--- config.mk ---
export PLATFORM = sky130hd
export DESIGN_NAME = multi_button_processor_flat
export DESIGN_NICKNAME = d
export VERILOG_FILES = /design/src/rtl/multi_button_processor_pkg.sv /design/src/rtl/multi_button_processor_if.sv /design/src/rtl/button_channel.sv /design/src/rtl/multi_button_processor.sv /design/src/flat_wrapper.sv
export SDC_FILE = /design/constraint.sdc
export NUM_CORES = 1
export LEC_CHECK = 0
export ABC_AREA = 1
export BUFFER_PORTS_ARGS = -buffer_cell sky130_fd_sc_hd__buf_4
export CAP_MARGIN = 10
export CORE_MARGIN = 2
export CORE_UTILIZATION = 38
export CTS_CLUSTER_SIZE = 10
export DETAILED_ROUTE_END_ITERATION = 10
export GPL_TIMING_DRIVEN = 0
export PLACE_DENSITY = 0.51
export SYNTH_ARGS = -nofsm -noshare
export SYNTH_HDL_FRONTEND = slang
export SYNTH_HIERARCHICAL = 1
export SYNTH_SLANG_ARGS = --single-unit
export TNS_END_PERCENT = 1
--- constraint.sdc ---
create_clock -name clk_1khz -period 1.5 [get_ports clk_1khz]
set_input_delay 0.3 -clock clk_1khz [delete_from_list [all_inputs] [get_ports clk_1khz]]
set_output_delay 0.3 -clock clk_1khz [all_outputs]
set_load 0.01 [all_outputs]
--- src/rtl/multi_button_processor_pkg.sv ---
// -----------------------------------------------------------------------------
// multi_button_processor_pkg
// Shared definitions for the pushbutton front end:
//   - 3-bit channel FSM state encoding (legacy-compatible localparams)
//   - event index constants used to address the per-event pulse generators
//   - cnt_width(): width of the per-channel hold/debounce counter
// -----------------------------------------------------------------------------
package multi_button_processor_pkg;

   localparam logic [2:0] IDLE     = 3'd0;
   localparam logic [2:0] DEBOUNCE = 3'd1;
   localparam logic [2:0] PRESSED  = 3'd2;
   localparam logic [2:0] LONG     = 3'd3;
   localparam logic [2:0] RELEASE  = 3'd4;

   localparam int EV_SHORT  = 0;
   localparam int EV_LONG   = 1;
   localparam int EV_REPEAT = 2;

   // The counter has to reach the largest of the three terminal values.
   function automatic int cnt_width(input int a, input int b, input int c);
      int m;
      m = a;
      if (b > m) m = b;
      if (c > m) m = c;
      return $clog2(m + 1);
   endfunction

endpackage

--- src/rtl/multi_button_processor_if.sv ---
// -----------------------------------------------------------------------------
// multi_button_processor_if
// Bundles the raw button levels and the per-channel event/level outputs.
//   pushbutton_i : raw asynchronous button levels, active high
//   short_o      : short-press pulse per channel
//   long_o       : long-press pulse per channel
//   repeat_o     : auto-repeat pulse per channel
//   held_o       : debounced pressed level per channel
// Modports: master = pin/consumer side, slave = the button processor.
// -----------------------------------------------------------------------------
interface multi_button_processor_if #(
   parameter int NUM_BUTTONS = 4
);
   logic [NUM_BUTTONS-1:0] pushbutton_i;
   logic [NUM_BUTTONS-1:0] short_o;
   logic [NUM_BUTTONS-1:0] long_o;
   logic [NUM_BUTTONS-1:0] repeat_o;
   logic [NUM_BUTTONS-1:0] held_o;

   modport master (output pushbutton_i, input short_o, long_o, repeat_o, held_o);
   modport slave  (input pushbutton_i, output short_o, long_o, repeat_o, held_o);
endinterface

--- src/rtl/button_channel.sv ---
// -----------------------------------------------------------------------------
// button_channel
// One pushbutton channel: 2-FF synchroniser, press/release debounce FSM and
// fixed-width pulse generators for the short/long(/repeat) events.
// Ports:
//   clk_1khz  : 1 kHz clock
//   rst_i     : synchronous reset, active high
//   btn_raw   : raw asynchronous button level
//   short_o   : short-press pulse (PULSE_WIDTH cycles)
//   long_o    : long-press pulse (PULSE_WIDTH cycles)
//   repeat_o  : auto-repeat pulse; tied low unless
//               MULTI_BUTTON_PROCESSOR_AUTO_REPEAT_EN is defined
//   held_o    : debounced pressed level (PRESSED or LONG)
// -----------------------------------------------------------------------------
module button_channel
   import multi_button_processor_pkg::*;
#(
   parameter int DEBOUNCE_TIME   = 20,
   parameter int LONG_PRESS_TIME = 1500,
   parameter int REPEAT_PERIOD   = 250,
   parameter int PULSE_WIDTH     = 10
) (
   input  logic clk_1khz,
   input  logic rst_i,
   input  logic btn_raw,
   output logic short_o,
   output logic long_o,
   output logic repeat_o,
   output logic held_o
);

   localparam int CNT_W = cnt_width(DEBOUNCE_TIME, LONG_PRESS_TIME, REPEAT_PERIOD);
   localparam int PW_W  = $clog2(PULSE_WIDTH + 1);

   localparam logic [CNT_W-1:0] DT_C     = CNT_W'(DEBOUNCE_TIME);
   localparam logic [CNT_W-1:0] DT_M1    = CNT_W'(DEBOUNCE_TIME - 1);
   localparam logic [CNT_W-1:0] LPT_M1   = CNT_W'(LONG_PRESS_TIME - 1);
`ifdef MULTI_BUTTON_PROCESSOR_AUTO_REPEAT_EN
   localparam logic [CNT_W-1:0] RP_M1    = CNT_W'(REPEAT_PERIOD - 1);
   localparam int               N_EV     = 3;
`else
   localparam int               N_EV     = 2;
`endif

   logic             sync_q1;
   logic             btn_s;
   logic [2:0]       state_q, state_d;
   logic [CNT_W-1:0] cnt_q, cnt_d;
   logic [N_EV-1:0]  fire;
   logic [N_EV-1:0]  pulse;

   // NOTE: sequential state always uses non-blocking assignments so every
   // flop samples the pre-edge value of its neighbours (the synchroniser
   // chain would collapse to one stage with blocking assignments).
   always_ff @(posedge clk_1khz) begin
      if (rst_i) begin
         sync_q1 <= 1'b0;
         btn_s   <= 1'b0;
         state_q <= IDLE;
         cnt_q   <= '0;
      end else begin
         sync_q1 <= btn_raw;
         btn_s   <= sync_q1;
         state_q <= state_d;
         cnt_q   <= cnt_d;
      end
   end

   // NOTE: every signal driven here gets a default first, so no path leaves
   // it unassigned and no latch is inferred.
   always_comb begin
      state_d = state_q;
      cnt_d   = cnt_q;
      fire    = '0;
      case (state_q)
         IDLE: begin
            if (btn_s) begin
               state_d = DEBOUNCE;
               cnt_d   = CNT_W'(1);
            end
         end
         DEBOUNCE: begin
            if (!btn_s) begin
               state_d = IDLE;
               cnt_d   = '0;
            end else if (cnt_q == DT_C) begin
               state_d = PRESSED;
               cnt_d   = '0;
            end else begin
               cnt_d = cnt_q + CNT_W'(1);
            end
         end
         PRESSED: begin
            // Release is tested first so a release on the threshold edge
            // still counts as a short press.
            if (!btn_s) begin
               fire[EV_SHORT] = 1'b1;
               state_d        = RELEASE;
               cnt_d          = '0;
            end else if (cnt_q == LPT_M1) begin
               fire[EV_LONG] = 1'b1;
               state_d       = LONG;
               cnt_d         = '0;
            end else begin
               cnt_d = cnt_q + CNT_W'(1);
            end
         end
         LONG: begin
            if (!btn_s) begin
               state_d = RELEASE;
               cnt_d   = '0;
            end
`ifdef MULTI_BUTTON_PROCESSOR_AUTO_REPEAT_EN
            else if (cnt_q == RP_M1) begin
               fire[EV_REPEAT] = 1'b1;
               cnt_d           = '0;
            end else begin
               cnt_d = cnt_q + CNT_W'(1);
            end
`endif
         end
         RELEASE: begin
            // Bounce during release only restarts the quiet-time count; it
            // can never re-enter DEBOUNCE.
            if (btn_s) begin
               cnt_d = '0;
            end else if (cnt_q == DT_M1) begin
               state_d = IDLE;
               cnt_d   = '0;
            end else begin
               cnt_d = cnt_q + CNT_W'(1);
            end
         end
         default: begin
            state_d = IDLE;
            cnt_d   = '0;
         end
      endcase
   end

   // One pulse generator per event type. The output flop is set on the same
   // edge the event fires; a re-fire reloads the count so the pulse is
   // stretched without a gap.
   for (genvar e = 0; e < N_EV; e++) begin : g_pulse
      logic [PW_W-1:0] width_q;
      logic            pulse_q;

      always_ff @(posedge clk_1khz) begin
         if (rst_i) begin
            width_q <= '0;
            pulse_q <= 1'b0;
         end else if (fire[e]) begin
            width_q <= PW_W'(PULSE_WIDTH - 1);
            pulse_q <= 1'b1;
         end else if (width_q != '0) begin
            width_q <= width_q - PW_W'(1);
         end else begin
            pulse_q <= 1'b0;
         end
      end

      assign pulse[e] = pulse_q;
   end

   assign short_o = pulse[EV_SHORT];
   assign long_o  = pulse[EV_LONG];
`ifdef MULTI_BUTTON_PROCESSOR_AUTO_REPEAT_EN
   assign repeat_o = pulse[EV_REPEAT];
`else
   assign repeat_o = 1'b0;
`endif
   assign held_o  = (state_q == PRESSED) || (state_q == LONG);

endmodule

--- src/rtl/multi_button_processor.sv ---
// -----------------------------------------------------------------------------
// multi_button_processor
// N-channel pushbutton front end: one independent button_channel per input.
// Ports:
//   clk_1khz : 1 kHz clock
//   rst_i    : synchronous reset, active high
//   btn_bus  : multi_button_processor_if.slave
//              (pushbutton_i in; short_o, long_o, repeat_o, held_o out)
// Optional feature: define MULTI_BUTTON_PROCESSOR_AUTO_REPEAT_EN to enable
// repeat_o events while a button is held past the long-press threshold.
// -----------------------------------------------------------------------------
module multi_button_processor
   import multi_button_processor_pkg::*;
#(
   parameter int NUM_BUTTONS     = 4,
   parameter int DEBOUNCE_TIME   = 20,
   parameter int LONG_PRESS_TIME = 1500,
   parameter int REPEAT_PERIOD   = 250,
   parameter int PULSE_WIDTH     = 10
) (
   input  logic                     clk_1khz,
   input  logic                     rst_i,
   multi_button_processor_if.slave  btn_bus
);

   logic [NUM_BUTTONS-1:0] short_v;
   logic [NUM_BUTTONS-1:0] long_v;
   logic [NUM_BUTTONS-1:0] repeat_v;
   logic [NUM_BUTTONS-1:0] held_v;

   for (genvar i = 0; i < NUM_BUTTONS; i++) begin : g_ch
      button_channel #(
         .DEBOUNCE_TIME   (DEBOUNCE_TIME),
         .LONG_PRESS_TIME (LONG_PRESS_TIME),
         .REPEAT_PERIOD   (REPEAT_PERIOD),
         .PULSE_WIDTH     (PULSE_WIDTH)
      ) u_ch (
         .clk_1khz (clk_1khz),
         .rst_i    (rst_i),
         .btn_raw  (btn_bus.pushbutton_i[i]),
         .short_o  (short_v[i]),
         .long_o   (long_v[i]),
         .repeat_o (repeat_v[i]),
         .held_o   (held_v[i])
      );
   end

   assign btn_bus.short_o  = short_v;
   assign btn_bus.long_o   = long_v;
   assign btn_bus.repeat_o = repeat_v;
   assign btn_bus.held_o   = held_v;

endmodule

--- src/flat_wrapper.sv ---
// flat-port wrapper written by rule: the top's interface ports become plain ports
module multi_button_processor_flat import multi_button_processor_pkg::*;
#(
   parameter int NUM_BUTTONS     = 4,
   parameter int DEBOUNCE_TIME   = 20,
   parameter int LONG_PRESS_TIME = 1500,
   parameter int REPEAT_PERIOD   = 250,
   parameter int PULSE_WIDTH     = 10
)
  (clk_1khz, rst_i, btn_bus_pushbutton_i, btn_bus_short_o, btn_bus_long_o, btn_bus_repeat_o, btn_bus_held_o);
  multi_button_processor_if #(.NUM_BUTTONS(NUM_BUTTONS)) btn_bus_i ();
  input  logic clk_1khz;
  input  logic rst_i;
  input wire logic [$bits(btn_bus_i.pushbutton_i)-1:0] btn_bus_pushbutton_i;
  output wire logic [$bits(btn_bus_i.short_o)-1:0] btn_bus_short_o;
  output wire logic [$bits(btn_bus_i.long_o)-1:0] btn_bus_long_o;
  output wire logic [$bits(btn_bus_i.repeat_o)-1:0] btn_bus_repeat_o;
  output wire logic [$bits(btn_bus_i.held_o)-1:0] btn_bus_held_o;
  assign btn_bus_i.pushbutton_i = btn_bus_pushbutton_i;
  assign btn_bus_short_o = btn_bus_i.short_o;
  assign btn_bus_long_o = btn_bus_i.long_o;
  assign btn_bus_repeat_o = btn_bus_i.repeat_o;
  assign btn_bus_held_o = btn_bus_i.held_o;
  multi_button_processor #(.NUM_BUTTONS(NUM_BUTTONS), .DEBOUNCE_TIME(DEBOUNCE_TIME), .LONG_PRESS_TIME(LONG_PRESS_TIME), .REPEAT_PERIOD(REPEAT_PERIOD), .PULSE_WIDTH(PULSE_WIDTH)) u_core (.clk_1khz(clk_1khz), .rst_i(rst_i), .btn_bus(btn_bus_i));
endmodule
==> flow_metrics.py <==
metrics = {
    "timing": {
        "grt_setup_unrepaired": "true",
        "final.min_clock_period_ps": 1544,
        "report.final.slew_viol_count": 0,
        "worstMarginPinSlew_ps": 517.9,
        "final.period_utilization": 1.029,
        "finClkSkew_ps": 9.893,
        "fmax_mhz": 647.6,
        "relSlewSlack": 0.6548,
        "setup-violations-final": 12,
        "setup_ws_ps": -44.05,
        "tns_ps": -373.6,
        "hold_viol": 0,
    },
    "pwr": {
        "power_density_nw_per_um2": 1301,
        "p_total_mw": 9.188,
        "p_leak_nw": 2.822,
        "ir_drop_v": 0.0007977,
    },
    "route": {
        "dr_total_vias": 5286,
        "finalWirelength_um": 12540,
        "drc": 0,
        "drt_iter0_drc": 246,
        "ant_nets": 0,
        "wl_per_cell_um": 11.23,
        "drt-vias-per-instance": 4.737,
        "dr.pass1.iters": 4,
    },
    "global_route": {
        "grt_max_degree": 20,
        "gr-total-overflow": 0,
        "grt_pass1_vias": 4842,
        "grt_use_total": 0.1560,
        "antenna_found_initial": 0,
        "grt_pass1_wl_um": 21490,
    },
    "yosys": {
        "async_flop_share": 0,
        "synth_fp_nets": 881,
        "synth-seq-area-share": 0.3487,
        "ys_ff_latch": 104,
        "synth_compound_area_frac": 0.09954,
        "synth_xor_area_frac": 0.04107,
        "ys_warn_count": 6,
        "synth-simple-area-share": 0.3785,
        "syn-cell-area_um2": 5971,
        "synth_mux_area_frac": 0,
        "synth-edff-count": 0,
        "synth_top_family_by_area": "simple AND/OR/NAND/NOR gates",
        "synth_cells": 859,
        "synth_fa_ha_area_frac": 0.03353,
        "avgSynthCellArea_um2": 6.951,
        "yosysUniqueCellTypes": 38,
        "ys.flop_type": "dfxtp_1",
    },
    "run_status": {
        "outcome": "finished, violations left",
        "violations": "setup timing",
    },
    "critical_path": {
        "crit_path_start_kind": "flip-flop",
        "worstPathCellList": "inv_2 -> ha_1 -> nand2_1 -> nor2_1 -> nand3_1 -> nand3_1 -> nand2_2 -> a21oi_2 -> nand2_2 -> nand2_4 -> nor2_1",
        "cpPeakStageDelay_ps": 360,
        "arrival_ps": 1790,
        "cp_max_fo": 5,
        "slowest_stage": "dfxtp_4",
        "crit_family": "simple AND/OR/NAND/NOR gates",
        "path_class": "reg -> reg",
        "cp.depth": 11,
        "r2r_cells": 11,
        "critPathBufInv": 1,
        "crit_required_ps": 1740,
        "end_kind": "flip-flop",
    },
    "final_layout": {
        "final_nets": 923,
        "fill_cells": 1519,
        "final_common_cell": "nand2_1",
        "final_cell_count_no_fill": 1116,
        "final_cell_mix": "nand2_1 (182), nor2_1 (100), inv_1 (98), dfxtp_1 (77), a21oi_1 (46)",
        "area_delta_synth_final_pct": 18.29,
        "antenna_cells": 0,
        "drive_gt1_frac": 0.2630,
    },
    "placed_design": {
        "hpwl_um": 8816,
        "port_buffers": 17,
        "placedCellCount": 1087,
        "gp_congestion": 0.8593,
    },
    "clocking": {
        "clk_latency_ps": 350,
        "cts_tree": "done",
        "ctsLongestPathBuffers": 2,
        "cts_made_buffers": 9,
        "cts-htree-levels": 3,
        "clkTransAtPathRegs_ps": 70,
        "cts_sinks": 104,
        "cts_hold_buf": 0,
        "cts-root-buf": "clkbuf_16",
    },
    "floorplan": {
        "initial_core_util": 0.3913,
        "row_count": 45,
        "die_height_um": 129.4,
        "die_w_um": 129.4,
        "pin_count": 22,
        "fp.dieArea_um2": 16730,
        "coreArea_um2": 15260,
    },
    "hold_path": {
        "hold_class": "in -> reg",
        "holdPathStages": 3,
    },
    "run": {
        "max-cap-violations": 0,
    },
}
## cell families after synthesis
logic type,after synthesis
other,4
xor gates and xnor gates,28
and+or+nand+nor,464
adders and majority gates,16
AOI/OAI and AO/OA,101
buffers and inverters,142
DFF,104
## metal layers
metal	vias to the layer above	track usage	part of all wire
li1	2805	-	-
met1	2409	0.2001	0.49
met2	59	0.2625	0.47
met3	13	0.02519	0.021
met4	0	0.06202	0.017
met5	-	0	0
## where the power goes
part           internal (mW)  switching, mW
registers               3.26          0.403
logic                   1.24           1.98
clock network           1.29           1.03
total                   5.78           3.40
## flip-flops by register name (all words and copies together) (netlist names)
register and cells:
u_core/g_ch.u_ch/short_o 4, u_core/g_ch.u_ch/sync_q1 4, u_core/g_ch.u_ch/btn_s 4, u_core/g_ch.u_ch/cnt_q 44, u_core/g_ch.u_ch/long_o 4, u_core/g_ch.u_ch/state_q 12
u_core/g_ch.u_ch/g_pulse.width_q 32
## synthesized netlist by cell type (6+ instances only)
master / n / area (µm²)
nand2_4: 8 / 90.09
nor3_1: 13 / 65.06
o21ai_0: 25 / 125.1
nand2_1: 187 / 701.9
or2_2: 8 / 50.05
nand4_1: 18 / 112.6
nand2_2: 12 / 75.07
nor2_1: 115 / 431.7
nand3_1: 46 / 230.2
nor3_2: 6 / 60.06
nand3_2: 9 / 90.09
ha_1: 16 / 200.2
a21oi_1: 48 / 240.2
inv_1: 113 / 424.2
xor2_1: 27 / 236.5
inv_2: 14 / 52.55
dfxtp_1: 104 / 2082
nor2_2: 28 / 175.2
## timing repair
item	CTS	global route
pin swaps	22	25
cloned	3	0
endpoints found under the setup margin	52	66
gates resized for setup	62	57
setup buffers	9	2
## layout make-up
class | count | area [µm²] | area share
clock buffers | 12 | 236.5 | 0.03348
inverters | 130 | 520.5 | 0.07369
clock inverters | 3 | 43.79 | 0.006200
repair buffers | 28 | 214.0 | 0.03029
plain buffers | 12 | 66.31 | 0.009389
well taps | 211 | 264.0 | 0.03738
multi-input cells | 616 | 3580 | 0.5068
flip-flops and latches | 104 | 2138 | 0.3027
## metrics by stage
step	instance area [µm²]	worst slack, ps	utilization	hold WS (ps)
after detailed placement	6362	-160.7	0.4170	396.4
after floorplan	5971	85.18	-	369.1
after global routing	7063	-143.8	0.4629	156.7
after CTS	6913	-36.28	0.4531	134.4
after global placement	6362	-176.1	0.4170	393.3
final	7063	-44.05	0.4629	145.5
## worst min-delay path, delay by kind of cell
family | cells | cell delay, ps
simple gates | 1 | 60
buf+inv | 2 | 110
## final timing paths
path	end	startpoint	slack, ps
max reg2reg	u_core/g_ch[1].u_ch/cnt_q[4]$_SDFFE_PP0P_	u_core/g_ch[1].u_ch/cnt_q[0]$_SDFFE_PP0P_	-40
max	u_core/g_ch[1].u_ch/cnt_q[4]$_SDFFE_PP0P_	u_core/g_ch[1].u_ch/cnt_q[0]$_SDFFE_PP0P_	-40
min reg2reg	u_core/g_ch[3].u_ch/btn_s$_SDFF_PP0_	u_core/g_ch[3].u_ch/sync_q1$_SDFF_PP0_	400
min	u_core/g_ch[1].u_ch/sync_q1$_SDFF_PP0_	btn_bus_pushbutton_i[1]	150
Note: power is estimated with default switching activity, not from simulation.
